## src/rtl/mux7_rr_sched.sv

```systemverilog
// Round-robin scheduler for a shared 7:1 bit-select mux.
// Grants one requester at a time, drives the mux select, and bounds each
// grant to HOLD_MAX cycles. Every release is followed by one dead GAP cycle
// so the mux can settle before the next owner is connected.
//
// Handshake contract: gnt/sel/gnt_valid are registered. gnt_valid is high
// exactly while one gnt bit is high, and sel names that bit. A requester keeps
// its grant by holding req high. Dropping req releases the grant at the next
// edge. Reaching the hold limit forces the release and pulses timeout for one
// cycle. sel reads 0 whenever nothing is granted.
module mux7_rr_sched #(
    parameter int HOLD_MAX = 8,
    parameter int CNT_W    = 4
) (
    input  logic       clk,
    input  logic       rst,
    input  logic       en,
    input  logic [6:0] req,
    output logic [6:0] gnt,
    output logic [2:0] sel,
    output logic       gnt_valid,
    output logic       timeout,
    output logic [1:0] dbg_state
);

    typedef enum logic [1:0] {
        IDLE  = 2'd0,
        GRANT = 2'd1,
        GAP   = 2'd2
    } state_t;

    state_t           state_q, state_d;
    logic [6:0]       gnt_q, gnt_d;
    logic [2:0]       sel_q, sel_d;
    logic [2:0]       ptr_q, ptr_d;
    logic [CNT_W-1:0] hold_cnt_q, hold_cnt_d;
    logic             timeout_q, timeout_d;

    logic [13:0]      req_dbl;
    logic [6:0]       req_rot;
    logic [2:0]       win_off;
    logic [3:0]       win_sum;
    logic [2:0]       win_idx;
    logic             owner_req;

    // Rotate req so bit 0 is the requester at ptr; the lowest set bit wins.
    always_comb begin
        req_dbl = {req, req};
        req_rot = 7'(req_dbl >> ptr_q);
        win_off = 3'd0;
        for (int i = 6; i >= 0; i--) begin
            if (req_rot[i]) begin
                win_off = 3'(i);
            end
        end
        win_sum = {1'b0, ptr_q} + {1'b0, win_off};
        win_idx = (win_sum >= 4'd7) ? 3'(win_sum - 4'd7) : win_sum[2:0];
    end

    // The current owner is still requesting (gnt is one-hot, so a mask works).
    always_comb begin
        owner_req = |(req & gnt_q);
    end

    // Next-state and output logic for the IDLE -> GRANT -> GAP cycle.
    always_comb begin
        state_d    = state_q;
        gnt_d      = gnt_q;
        sel_d      = sel_q;
        ptr_d      = ptr_q;
        hold_cnt_d = hold_cnt_q;
        timeout_d  = 1'b0;
        case (state_q)
            IDLE: begin
                gnt_d = 7'd0;
                sel_d = 3'd0;
                if (en && (req != 7'd0)) begin
                    gnt_d      = 7'(7'd1 << win_idx);
                    sel_d      = win_idx;
                    hold_cnt_d = '0;
                    ptr_d      = (win_idx == 3'd6) ? 3'd0 : win_idx + 3'd1;
                    state_d    = GRANT;
                end
            end
            GRANT: begin
                if (!owner_req) begin
                    gnt_d   = 7'd0;
                    sel_d   = 3'd0;
                    state_d = GAP;
                end else if (hold_cnt_q == CNT_W'(HOLD_MAX - 1)) begin
                    gnt_d     = 7'd0;
                    sel_d     = 3'd0;
                    timeout_d = 1'b1;
                    state_d   = GAP;
                end else begin
                    hold_cnt_d = hold_cnt_q + CNT_W'(1);
                end
            end
            GAP: begin
                gnt_d   = 7'd0;
                sel_d   = 3'd0;
                state_d = IDLE;
            end
            default: begin
                gnt_d   = 7'd0;
                sel_d   = 3'd0;
                state_d = IDLE;
            end
        endcase
    end

    // State register; reset wins over everything and drops any live grant.
    always_ff @(posedge clk) begin
        if (rst) begin
            state_q    <= IDLE;
            gnt_q      <= 7'd0;
            sel_q      <= 3'd0;
            ptr_q      <= 3'd0;
            hold_cnt_q <= '0;
            timeout_q  <= 1'b0;
        end else begin
            state_q    <= state_d;
            gnt_q      <= gnt_d;
            sel_q      <= sel_d;
            ptr_q      <= ptr_d;
            hold_cnt_q <= hold_cnt_d;
            timeout_q  <= timeout_d;
        end
    end

    assign gnt       = gnt_q;
    assign sel       = sel_q;
    assign gnt_valid = |gnt_q;
    assign timeout   = timeout_q;
    assign dbg_state = state_q;

endmodule

```

## config.mk

```make
export PLATFORM = sky130hd
export DESIGN_NAME = mux7_rr_sched
export DESIGN_NICKNAME = d
export VERILOG_FILES = /design/src/rtl/mux7_rr_sched.sv
export SDC_FILE = /design/constraint.sdc
export NUM_CORES = 1
export LEC_CHECK = 0
export ABC_AREA = 1
export CAP_MARGIN = 0
export CORE_MARGIN = 2
export CORE_UTILIZATION = 49
export CTS_BUF_LIST = sky130_fd_sc_hd__clkbuf_16
export CTS_CLUSTER_SIZE = 30
export DETAILED_ROUTE_END_ITERATION = 8
export PLACE_DENSITY = 0.74
export SETUP_SLACK_MARGIN = 0.2
export SLEW_MARGIN = 20
export SYNTH_ARGS = -nofsm -noshare
export SYNTH_HDL_FRONTEND = slang
export SYNTH_SLANG_ARGS = --single-unit
```

## constraint.sdc

```tcl
create_clock -name clk -period 7.7 [get_ports clk]
set_input_delay 1.54 -clock clk [delete_from_list [all_inputs] [get_ports clk]]
set_output_delay 1.54 -clock clk [all_outputs]
set_load 0.02 [all_outputs]
```

==> summary.json <==
{
  "result_of_the_run": "finished, final reports clean",
  "cell_internal_pwr_uw": 406,
  "postSynthNetCount": 263,
  "final_layout_size_suffix_gt1_frac": 0.0858,
  "report.final.hold_viol_count": 0,
  "comb_power_share": 0.677,
  "grt_pass1_vias": 1449,
  "fp-row-count": 20,
  "port_buffers": 23,
  "placeableCoreArea_um2": 3000,
  "total_leakage_power_nw": 0.851,
  "drt-wirelength-per-cell_um": 11.6,
  "clock_latency_of_the_later_clocked_register_in_the_worst_skew_pair_ns": 0.25,
  "syn-cell-area_um2": 1520,
  "die_area_um2": 3550,
  "die_height_um": 59.6,
  "ant_nets": 0,
  "power.density_nw_per_um2": 446,
  "path_max_fanout": 7,
  "tritoncts": "done",
  "fin_crit_sh": 0.600,
  "final.min_clock_period_ns": 4.62,
  "final-instance-count-excl-fill": 301,
  "placed_wire_length_estimate_after_detailed_placement_um": 2710,
  "critPathArrivalTime_ns": 4.80,
  "achievable-frequency_ghz": 0.216,
  "num_antenna_cells": 0,
  "layout_commonest_cell": "nand2_1",
  "synth_top_area_frac": 0.264,
  "grt.total_usage": 0.219,
  "num_io_pins": 24,
  "setup_tns_ns": 0,
  "drt-pass1-iter-count": 4,
  "drv.max_cap_violation_count": 0,
  "ir_worst_vdd_v": 0.000293,
  "detailedRoute.firstIterationViolations": 112,
  "clock_tree.htree_level_count": 1,
  "overflow": 0,
  "post_synth_main_area_contributors": "dfxtp_1 (26%), nand2_1 (23%), nand3_1 (9.6%)",
  "synth.distinct_cells": 29,
  "area_growth_syn_to_layout_pct": 21.0,
  "grt_max_degree": 16,
  "gp_routability_congestion": 0.871,
  "power.share.switching": 0.504,
  "timing.setup.critical_path_class": "in2reg",
  "cts.clk_slew.worst_paths_ns": 0.05,
  "timing_max_transition_violations_final": 0,
  "layout.cells.most_common_list": "nand2_1 (91), nand3_1 (29), clkdlybuf4s50_1 (23), inv_1 (21), dfxtp_1 (20)",
  "hold_buffer_count_at_cts": 0,
  "power_switching_uw": 412,
  "kind_of_launch_point_of_the_worst_setup_path": "input pin",
  "synthCells": 246,
  "routed_via_density": 5.24,
  "rsz0062_at_grt": "no",
  "cts.repair_timing.setup_buffer_count": 0,
  "ys_seq_elements": 20,
  "die_w_um": 59.6,
  "num-fill-cells": 303,
  "cts_made_buffers": 3,
  "detailroute.via_count": 1576,
  "max-slew-margin-rel": 0.642,
  "clock_network_power_share": 0.128,
  "detailed_route_drc_error_count": 0,
  "ctsLongestPathBuffers": 2,
  "postSynthAreaPerCell_um2": 6.16,
  "wirelength_um": 3500,
  "path_category_of_the_worst_min_delay_check": "reg2reg",
  "fin_skew_ns": 0.00273,
  "worst_slew_pin_slew_ns": 0.535,
  "global_route_wire_length_before_repair_um": 6110,
  "clkSinkCount": 20,
  "synth-warning-count": 0,
  "crit_required_ns": 7.88,
  "design.final.nets": 286,
  "critical_path.endpoint_type": "flop",
  "cts_resized": 0,
  "power_frac_seq": 0.195,
  "dp.cells": 297,
  "synth.yosys.seq_area_share": 0.264,
  "floorplan.initialDensity": 0.505,
  "cts_root_buffer": "clkbuf_16",
  "synthDominantAreaCellType": "dfxtp_1",
  "initial_antenna_violation_count": 0,
  "setup_viol_count_final": 0
}
## Yosys cell counts (all sizes together)
cell type and count:
nor4 1, clkbuf 1, dfxtp 20, a21boi 1, or2 1, and2 1, o21ai 6, nand2 98
fa 1, nand4 3, buf 4, nor2 22, a21oi 18, a31oi 1, ha 6, inv 26
nand3 33, nand3b 1, nor3 2
## state kept, by name, indices dropped and copies added, names as in the netlist
| signal | cells |
|---|---|
| dbg_state | 2 |
| gnt | 7 |
| hold_cnt_q | 4 |
| ptr_q | 3 |
| sel | 3 |
| timeout | 1 |
## per-stage QoR
stage	power (mW)	setup WS, ns	area, µm²	hold slack, ns	utilization
2_1_floorplan	0.584	3.60	1520	0.460	-
3_3_place_gp	0.706	2.89	1750	0.459	0.584
3_5_place_dp	0.714	2.84	1750	0.461	0.584
4_1_cts	0.823	3.07	1830	0.480	0.610
5_1_grt	0.901	2.78	1830	0.503	0.610
6_report	0.817	3.08	1830	0.470	0.610
## power by group through the flow
stage                     combinational (mW)  clock [mW]  sequential, mW
after floorplan                        0.420           0           0.164
final                                  0.553       0.105           0.159
after CTS                              0.556       0.108           0.159
after global placement                 0.545           0           0.161
after global routing                   0.627       0.110           0.164
after detailed placement               0.553           0           0.161
## final timing paths
check / from / end / slack, ns / cells past startpoint
max reg2reg: ptr_q[0] / ptr_q[2] / 4.21 / 21
min reg2reg: sel[0] / sel[0] / 0.47 / 2
min: sel[0] / sel[0] / 0.47 / 2
max: req[0] / ptr_q[2] / 3.08 / 21
## worst max-delay path, stage by stage
cell	delay, ns
clkdlybuf4s50_1	0.50
nand2_1	0.13
nand3_1	0.08
nand2_1	0.10
inv_1	0.04
o21ai_1	0.20
a21boi_0	0.22
ha_1	0.21
inv_1	0.06
fa_1	0.48
inv_1	0.06
ha_1	0.24
nand3_4	0.15
nand2_4	0.07
nand2_2	0.08
nand2_4	0.08
a21oi_1	0.12
ha_1	0.24
inv_1	0.05
nand2_1	0.04
a21oi_1	0.11
## per-layer routing
layer | routed length, µm | vias to the layer above | track usage | share of wire
li1 | - | 838 | - | -
met1 | 1620 | 691 | 0.283 | 0.46
met2 | 1680 | 40 | 0.385 | 0.48
met3 | 167 | 7 | 0.0415 | 0.048
met4 | 35 | 0 | 0.0349 | 0.010
met5 | 0 | - | 0 | 0
## cells by family after synthesis
group	after synthesis	synth area share
flops	20	0.264
fa+ha+maj	7	0.0628
simple gates	162	0.499
compound gates	26	0.0884
buf+inv	31	0.0859
## cell type report
cell class                 count  area (µm²)  share of cell area
timing repair buffer          23         230               0.126
clock inverter                 1        3.75             0.00205
inverter                      26        97.6              0.0532
sequential                    20         400               0.218
clock buffer                   3        75.1              0.0410
multi-input combinational    195         985               0.537
tap                           33        41.3              0.0225
(Power assumes the default switching activity.)
